**config.mk**
```make
export PLATFORM = sky130hd
export DESIGN_NAME = pipe_stall_ctrl
export DESIGN_NICKNAME = d
export VERILOG_FILES = /design/src/rtl/pipe_ctrl_pkg.sv /design/src/rtl/pipe_stall_ctrl_sat_counter.sv /design/src/rtl/pipe_stall_ctrl.sv
export SDC_FILE = /design/constraint.sdc
export NUM_CORES = 1
export LEC_CHECK = 0
export CELL_PAD_IN_SITES_DETAIL_PLACEMENT = 1
export CELL_PAD_IN_SITES_GLOBAL_PLACEMENT = 2
export CORE_UTILIZATION = 31
export CTS_BUF_LIST = sky130_fd_sc_hd__clkbuf_8
export DETAILED_ROUTE_END_ITERATION = 6
export GPL_TIMING_DRIVEN = 0
export PLACE_DENSITY = 0.92
export SLEW_MARGIN = 20
export SYNTH_ARGS = -nofsm -noshare
export SYNTH_HDL_FRONTEND = slang
export SYNTH_SLANG_ARGS = --single-unit
```
**constraint.sdc**
```tcl
create_clock -name clk -period 2.9 [get_ports clk]
set_clock_uncertainty 0.1 [all_clocks]
set_input_delay 0.29 -clock clk [delete_from_list [all_inputs] [get_ports clk]]
set_output_delay 0.29 -clock clk [all_outputs]
set_load 0.02 [all_outputs]
```
**src/rtl/pipe_ctrl_pkg.sv**
```systemverilog
// Shared pipeline-control definitions: stall sequencer state encoding and default sizes.
package pipe_ctrl_pkg;

  typedef enum logic {
    RUN      = 1'b0,
    MEM_WAIT = 1'b1
  } ctrl_state_t;

  localparam int unsigned DEF_BIT_NUMBER  = 32;
  localparam int unsigned DEF_CNT_WIDTH   = 16;
  localparam int unsigned DEF_MEM_TIMEOUT = 64;

endpackage

```
**src/rtl/pipe_stall_ctrl_sat_counter.sv**
```systemverilog
// Saturating up-counter with synchronous clear taking priority over increment.
module sat_counter #(
  parameter int unsigned WIDTH = 16
) (
  input  logic             clk,
  input  logic             rst,
  input  logic             clr,
  input  logic             inc,
  output logic [WIDTH-1:0] count
);

  always_ff @(posedge clk or posedge rst) begin
    if (rst) begin
      count <= '0;
    end else if (clr) begin
      count <= '0;
    end else if (inc && (count != {WIDTH{1'b1}})) begin
      count <= count + WIDTH'(1);
    end
  end

endmodule

```
**src/rtl/pipe_stall_ctrl.sv**
```systemverilog
// Stall/flush sequencer for the 5-stage pipeline: memory freeze, branch redirect,
// hazard bubble, memory-wait timeout and saturating performance counters.
module pipe_stall_ctrl
  import pipe_ctrl_pkg::*;
#(
  parameter int unsigned BIT_NUMBER  = DEF_BIT_NUMBER,
  parameter int unsigned CNT_WIDTH   = DEF_CNT_WIDTH,
  parameter int unsigned MEM_TIMEOUT = DEF_MEM_TIMEOUT
) (
  input  logic                  clk,
  input  logic                  rst,
  input  logic                  hazard,
  input  logic                  branch_taken,
  input  logic [BIT_NUMBER-1:0] branch_addr,
  input  logic                  mem_req,
  input  logic                  mem_ready,
  input  logic                  perf_clr,
  output logic                  freeze_all,
  output logic                  freeze_if,
  output logic                  flush_if,
  output logic                  flush_id,
  output logic                  pc_load,
  output logic [BIT_NUMBER-1:0] pc_target,
  output logic                  mem_timeout,
  output logic [CNT_WIDTH-1:0]  stall_cycles,
  output logic [CNT_WIDTH-1:0]  flush_count
);

  localparam int unsigned WAIT_W = $clog2(MEM_TIMEOUT + 1);

  ctrl_state_t           state, state_nxt;
  logic [WAIT_W-1:0]     wait_cnt, wait_cnt_nxt;
  logic                  mem_timeout_nxt;
  logic                  br_pend, br_pend_nxt;
  logic [BIT_NUMBER-1:0] br_target, br_target_nxt;
  logic                  redirect;
  logic                  hazard_stall;

  always_ff @(posedge clk or posedge rst) begin
    if (rst) begin
      state       <= RUN;
      wait_cnt    <= '0;
      mem_timeout <= 1'b0;
      br_pend     <= 1'b0;
      br_target   <= '0;
    end else begin
      state       <= state_nxt;
      wait_cnt    <= wait_cnt_nxt;
      mem_timeout <= mem_timeout_nxt;
      br_pend     <= br_pend_nxt;
      br_target   <= br_target_nxt;
    end
  end

  always_comb begin
    state_nxt       = state;
    wait_cnt_nxt    = wait_cnt;
    mem_timeout_nxt = mem_timeout;
    br_pend_nxt     = br_pend;
    br_target_nxt   = br_target;
    freeze_all      = 1'b0;
    redirect        = 1'b0;
    hazard_stall    = 1'b0;
    freeze_if       = 1'b0;
    flush_if        = 1'b0;
    flush_id        = 1'b0;
    pc_load         = 1'b0;
    pc_target       = '0;

    // Memory wait tracking; the ready cycle itself is never frozen.
    case (state)
      RUN: begin
        if (mem_req && !mem_ready) begin
          freeze_all   = 1'b1;
          state_nxt    = MEM_WAIT;
          wait_cnt_nxt = WAIT_W'(1);
        end
      end
      MEM_WAIT: begin
        if (mem_ready) begin
          state_nxt = RUN;
        end else begin
          freeze_all = 1'b1;
          if (wait_cnt != WAIT_W'(MEM_TIMEOUT)) begin
            wait_cnt_nxt = wait_cnt + WAIT_W'(1);
          end
          if (wait_cnt == WAIT_W'(MEM_TIMEOUT - 1)) begin
            mem_timeout_nxt = 1'b1;
          end
        end
      end
      default: state_nxt = RUN;
    endcase

    // A branch resolved while frozen is held until the freeze lifts.
    if (branch_taken && freeze_all && !br_pend) begin
      br_pend_nxt   = 1'b1;
      br_target_nxt = branch_addr;
    end

    redirect     = !freeze_all && (br_pend || branch_taken);
    hazard_stall = hazard && !freeze_all && !redirect;

    if (redirect) begin
      pc_load     = 1'b1;
      flush_if    = 1'b1;
      flush_id    = 1'b1;
      pc_target   = br_pend ? br_target : branch_addr;
      br_pend_nxt = 1'b0;
    end else if (hazard_stall) begin
      flush_id = 1'b1;
    end

    freeze_if = freeze_all || hazard_stall;
  end

  sat_counter #(.WIDTH(CNT_WIDTH)) u_stall_cnt (
    .clk   (clk),
    .rst   (rst),
    .clr   (perf_clr),
    .inc   (freeze_if),
    .count (stall_cycles)
  );

  sat_counter #(.WIDTH(CNT_WIDTH)) u_flush_cnt (
    .clk   (clk),
    .rst   (rst),
    .clr   (perf_clr),
    .inc   (redirect),
    .count (flush_count)
  );

endmodule

```
==> run summary, run 1 <==
CP Depth: 7
Nets: 552
Clock Path Buffers: 2
latest clock arrival within the worst-skew pair: 360 ps
library cells used by synthesis: 43
relative slew slack: 0.426
placer's final routability congestion estimate: 0.740
largest fanout of any net on the critical path: 11
top cell type's share of synthesized area: 0.468
storage element area: 1850 um^2
wire length of the first global-routing pass: 18.7 mm
final total negative setup slack: 0 ps
sum of internal, switching and leakage power: 2.74 mW
kind of start point of the critical path: register
sequential cell area fraction in the yosys report: 0.468
Cells after Synth: 388
result of the run: finished, final reports clean
synthesized netlist net count: 431
Crit-path slowest cell: sky130_fd_sc_hd__clkdlybuf4s50_1
First-pass DRT Iterations: 4
residual overflow from global routing: 0
overall global routing resource usage: 0.182
most area-hungry cell type in the Yosys netlist: sky130_fd_sc_hd__dfrtp_1
DRT Wirelength: 11.6 mm
DRC errors left: 0
number of clock sinks seen by CTS: 74
pre-CTS worst setup slack: -540 ps
average routed wire per standard cell: 17.0 um
count of flip-flops with a built-in enable after synthesis: 0
Max Cap Viol: 0
Die Ht: 115 um
crit path cell chain: o21bai_4 -> inv_2 -> buf_2 -> nor2_1 -> clkbuf_4 -> inv_1 -> clkdlybuf4s50_1
post-layout min period: 2740 ps
TritonCTS clock tree: yes
required arrival time at the worst endpoint: 2510 ps
Area after DPL: 5260 um^2
Bufs and invs on worst path: 5
number of global-route vias before repair: 3700
Layout area overhead: 40.4%
Die Outline Area: 13200 um^2
Register-to-Register Path Depth: 6
maximum vdd drop: 0.243 mV
row count: 40
hold-fix buffers at CTS: 0
category of the worst setup path capture point: output port
count of final setup violators: 0
via total after detailed routing: 3573
top cells by area, synth: sky130_fd_sc_hd__dfrtp_1, sky130_fd_sc_hd__mux2_2, sky130_fd_sc_hd__mux2i_1, sky130_fd_sc_hd__nor2_1, sky130_fd_sc_hd__or4_1
number of nets still failing antenna checks after routing: 0
ports placed on the boundary: 109
max-slew violation count: 0
mean cell area of the mapped netlist: 10.2 um^2
proportion of register bits with asynchronous set or reset after synthesis: 1.00
horizontal extent of the die: 115 um
Largest delay share family, worst path: buffers and inverters
transition at the pin with the smallest max-transition slack: 854 ps
RSZ-0062 raised after global routing: no
Detailed Place HPWL: 8.41 mm
fraction of final layout cells with drive strength greater than 1: 0.150
number of antenna diodes: 0
PD cells: 494 nW/um^2
H-Tree Depth: 3
critical path's largest stage delay: 550 ps
hold violation total from the final report: 0
part of the cycle the worst path needs: 0.945
total area of multi-input combinational cells: 2010 um^2
synthesized area: 3960 um^2
final design instance area without fill: 5560 um^2
Worst-path clk slew: 80 ps
synthesis-stage register bit count: 74
pin count of the biggest net entering global routing: 41
primary flip-flop cell chosen by synthesis mapping: sky130_fd_sc_hd__dfrtp_1
Via-to-Cell Ratio: 5.24
Max Clk Rate: 365 MHz
synthesis warning total: 0
most frequent cells in the layout: sky130_fd_sc_hd__clkdlybuf4s50_1, sky130_fd_sc_hd__dfrtp_1, sky130_fd_sc_hd__nor2_1
most common library cell in the layout ignoring fill and taps: sky130_fd_sc_hd__clkdlybuf4s50_1
core footprint: 12200 um^2
post-route setup slack: 161 ps
Initial Util: 0.324
Worst Path Class, Setup: reg -> out
data arrival time at the worst-slack endpoint: 2350 ps
Root Buffer: sky130_fd_sc_hd__clkbuf_8
leakage component of the power: 2.13 nW
number of DRC markers after the initial detailed-route iteration: 111
class of the tightest hold or removal check: in -> async
final-layout fill cell count: 1419
clock buffers created by TritonCTS: 9
initial antenna violation count: 0
Port Buffer Count: 107
per-stage QoR:
| stage | hold slack [ps] | instances | util |
|---|---|---|---|
| after floorplan | 339 | 388 | - |
| after global placement | 342 | 663 | 0.429 |
| after detailed placement | 369 | 664 | 0.431 |
| after CTS | 210 | 681 | 0.454 |
| after global routing | 267 | 682 | 0.455 |
| final | 205 | 682 | 0.455 |
sequential cells by signal, summed over array words and instances (netlist names):
name / flops
br_pend: 1
br_target: 32
mem_timeout: 1
state: 1
u_flush_cnt.count: 16
u_stall_cnt.count: 16
wait_cnt: 7
kinds of logic (layout without fill, tap and decap cells):
logic type,after synthesis,count (layout),synth area share
AO/OA/AOI/OAI,69,69,0.110
XOR/XNOR,3,3,0.00664
adder cells (fa/ha/maj),4,4,0.0126
buffers and inverters,31,157,0.0310
flip-flops,74,74,0.468
multiplexers,68,68,0.183
AND/OR/NAND/NOR,139,139,0.189
what timing repair did:
item | in CTS | in global routing
resized for setup | 15 | 4
buffers inserted | 1 | 1
setup endpoints to repair | 35 | 11
pin swaps | 1 | 1
path summary, 6_finish.rpt:
| kind | from | to | slack [ps] |
|---|---|---|---|
| worst max register to register | u_flush_cnt.count[0]$_DFFE_PP0P_ | u_flush_cnt.count[1]$_DFFE_PP0P_ | 370 |
| worst max-delay path | state$_DFF_PP0_ | freeze_if | 160 |
| worst min-delay path | rst | br_target[6]$_DFFE_PP0P_ | 210 |
| worst min register to register | mem_timeout$_DFFE_PP0P_ | mem_timeout$_DFFE_PP0P_ | 380 |
| min in group clk | perf_clr | u_flush_cnt.count[6]$_DFFE_PP0P_ | 340 |
| max in group asynchronous | rst | state$_DFF_PP0_ | 1910 |
Yosys cell counts (all sizes together), types with 5 or more instances:
master / number
dfrtp: 74
nor2: 46
mux2: 35
mux2i: 33
a21oi: 29
or4: 21
o31ai: 16
clkbuf: 15
nand2: 15
o21ai: 12
nand3: 11
inv: 10
or3: 9
nand4: 8
buf: 6
nor3: 5
where the power goes:
part | total, mW | switching, mW | internal [mW] | leakage, nW
logic | 0.562 | 0.270 | 0.293 | 1.06
clock network | 0.955 | 0.419 | 0.536 | 0.116
registers | 1.23 | 0.0788 | 1.15 | 0.954
final cells by class:
type | count | area share
Multi-Input combinational cell | 283 | 0.361
Timing Repair Buffer | 110 | 0.199
Clock buffer | 11 | 0.0272
Buffer | 21 | 0.0191
Inverter | 10 | 0.00721
Tap cell | 168 | 0.0378
Clock inverter | 5 | 0.0153
Sequential cell | 74 | 0.333
layer usage:
metal	global-route usage	share of wire	routed length, um
met5	0	0	0
met4	0.0805	0.022	257
met3	0.0390	0.045	516
met2	0.302	0.50	5770
met1	0.227	0.43	5040
worst reg2reg max path, cell delays in order (launching register included):
cell and delay, ps:
sky130_fd_sc_hd__dfrtp_1 470, sky130_fd_sc_hd__ha_1 240, sky130_fd_sc_hd__nand4_1 260, sky130_fd_sc_hd__nor4_2 670, sky130_fd_sc_hd__clkbuf_1 410, sky130_fd_sc_hd__or3b_2 200
sky130_fd_sc_hd__a21oi_1 50
(Power assumes the default switching activity.)
==> run 2, diff against run 1 <==
- CORE_MARGIN: default -> 3
- TNS_END_PERCENT: default -> 1
==> run summary, run 2 (synthesis gave the netlist of run 1 again) <==
number of nets still failing antenna checks after routing: 0 (unchanged)
sum of internal, switching and leakage power: 2.68 mW (-2.4%)
Worst Path Class, Setup: reg -> out
Clock Path Buffers: 2 (unchanged)
horizontal extent of the die: 119 um (+3.5%)
wire length of the first global-routing pass: 18.6 mm (-0.55%)
transition at the pin with the smallest max-transition slack: 864 ps (+10.2 ps)
top register by number of flip-flops: br_target
largest registers in the final layout: br_target (32), u_flush_cnt.count (16), u_stall_cnt.count (16)
post-route core utilization: 0.456 (+0.000490)
crit path cell chain: o21bai_4 -> o21ai_4 -> clkbuf_8 -> buf_2 -> nor2_1 -> clkdlybuf4s50_1
Worst-path clk slew: 80 ps (about the same)
via total after detailed routing: 3502 (-2.0%)
maximum vdd drop: 0.322 mV (+32%)
number of global-route vias before repair: 3770 (+1.9%)
most frequent cells in the layout: sky130_fd_sc_hd__clkdlybuf4s50_1, sky130_fd_sc_hd__dfrtp_1, sky130_fd_sc_hd__nor2_1
hold violation total from the final report: 0 (unchanged)
number of clock sinks seen by CTS: 74 (unchanged)
required arrival time at the worst endpoint: 2510 ps (about the same)
overall global routing resource usage: 0.161 (-0.0210)
DRT Wirelength: 11.2 mm (-3.3%)
number of DRC markers after the initial detailed-route iteration: 122 (+9.9%)
hold-fix buffers at CTS: 0 (unchanged)
DRC errors left: 0 (unchanged)
largest fanout of any net on the critical path: 10 (-1)
number of antenna diodes: 0 (unchanged)
most common library cell in the layout ignoring fill and taps: sky130_fd_sc_hd__clkdlybuf4s50_1
Max Clk Rate: 360 MHz (-1.4%)
residual overflow from global routing: 0 (unchanged)
number of flip-flops in the largest register: 32 (unchanged)
class of the tightest hold or removal check: in -> async
category of the worst setup path capture point: output port
final design instance area without fill: 5590 um^2 (+0.52%)
kind of start point of the critical path: register
pin count of the biggest net entering global routing: 41 (unchanged)
Largest delay share family, worst path: buffers and inverters
Die Ht: 119 um (+3.5%)
Port Buffer Count: 107 (unchanged)
initial antenna violation count: 0 (unchanged)
average routed wire per standard cell: 16.4 um (-3.1%)
part of the cycle the worst path needs: 0.958 (+0.0138)
fraction of final layout cells with drive strength greater than 1: 0.148 (-0.00166)
Area after DPL: 5260 um^2 (unchanged)
clock buffers created by TritonCTS: 9 (unchanged)
core footprint: 12300 um^2 (+0.41%)
leakage component of the power: 2.48 nW (+16%)
Die Outline Area: 14200 um^2 (+7.1%)
PD cells: 480 nW/um^2 (-2.9%)
setup slack on the worst flop-to-flop path: 460 ps (+90 ps)
Layout area overhead: 41.1%
latest clock arrival within the worst-skew pair: 360 ps (about the same)
Via-to-Cell Ratio: 5.14 (-1.8%)
post-route setup slack: 121 ps (-40.1 ps)
RSZ-0062 raised after global routing: yes
H-Tree Depth: 3 (unchanged)
Nets: 551 (-0.18%)
count of final setup violators: 0 (unchanged)
TritonCTS clock tree: yes
Crit-path slowest cell: sky130_fd_sc_hd__clkdlybuf4s50_1
pre-CTS worst setup slack: -590 ps (-49.8 ps)
Bufs and invs on worst path: 3 (-2)
max-slew violation count: 0 (unchanged)
Root Buffer: sky130_fd_sc_hd__clkbuf_8
result of the run: finished, final reports clean
post-layout min period: 2780 ps (+40.1 ps)
row count: 40 (unchanged)
ports placed on the boundary: 109 (unchanged)
Detailed Place HPWL: 8.23 mm (-2.2%)
Initial Util: 0.323 (-0.00132)
relative slew slack: 0.419 (-0.00688)
critical path's largest stage delay: 610 ps (+60 ps)
placer's final routability congestion estimate: 0.753 (+1.8%)
Max Cap Viol: 0 (unchanged)
data arrival time at the worst-slack endpoint: 2390 ps (+40 ps)
First-pass DRT Iterations: 4 (unchanged)
[run 2: cell types whose count changed in the layout (fill, tap and decap cells not counted), sizes merged]
cell | previous run | this run
clkinv | 1 | 2
dlygate4sd2 | 2 | 4
dlymetal6s2s | 0 | 23
clkbuf | 26 | 25
clkdlybuf4s50 | 105 | 79
[run 2: path summary, 6_finish.rpt]
path                                    startpoint                                end  depth (start not counted)
setup / recovery                   state$_DFF_PP0_                      pc_target[14]                          6
hold / removal                                 rst           br_target[2]$_DFFE_PP0P_                          2
setup reg to reg                   state$_DFF_PP0_  u_stall_cnt.count[14]$_DFFE_PP0P_                          6
hold reg to reg            mem_timeout$_DFFE_PP0P_            mem_timeout$_DFFE_PP0P_                          1
max in group asynchronous                      rst  u_stall_cnt.count[15]$_DFFE_PP0P_                          3
min in group clk                          perf_clr   u_flush_cnt.count[6]$_DFFE_PP0P_                          3
[run 2: per-layer routing]
metal,part of all wire,track usage,wire length (um),vias up
met5,0,0,0,-
met4,0.018,0.0587,204,0
met3,0.050,0.0461,563,16
met2,0.48,0.263,5370,68
met1,0.45,0.202,5060,1743
li1,-,-,-,1675
[run 2: power breakdown]
part           switching (mW)  leakage (nW)  internal [mW]  total (mW)
Sequential             0.0733         0.955           1.15        1.22
Clock                   0.409         0.113          0.502       0.911
Combinational           0.263          1.41          0.283       0.546
[run 2: area by class of cell]
type                    count  area [um^2]
flip-flops and latches     74         1850
clock inverters             6         81.3
clock buffers              10          138
fillers                  1386         6680
multi-input cells         283         2010
inverters                  10         40.0
plain buffers              21          106
repair buffers            109         1150
well taps                 168          210
[run 2: what timing repair did]
item / in CTS / in global routing
cloned: 0 / 0
setup buffers: 0 / 1
resized for setup: 17 / 28
endpoints found under the setup margin: 35 / 31
endpoints found under the hold margin: 0 / 0
pin swaps: 1 / 1
[run 2: per-stage QoR]
step                      hold WS, ps  instances  setup TNS (ps)
after CTS                         203        680               0
after global placement            340        663          -69010
after floorplan                   339        388               0
after detailed placement          351        664          -14860
after global routing              223        681           -79.9
final                             197        681               0
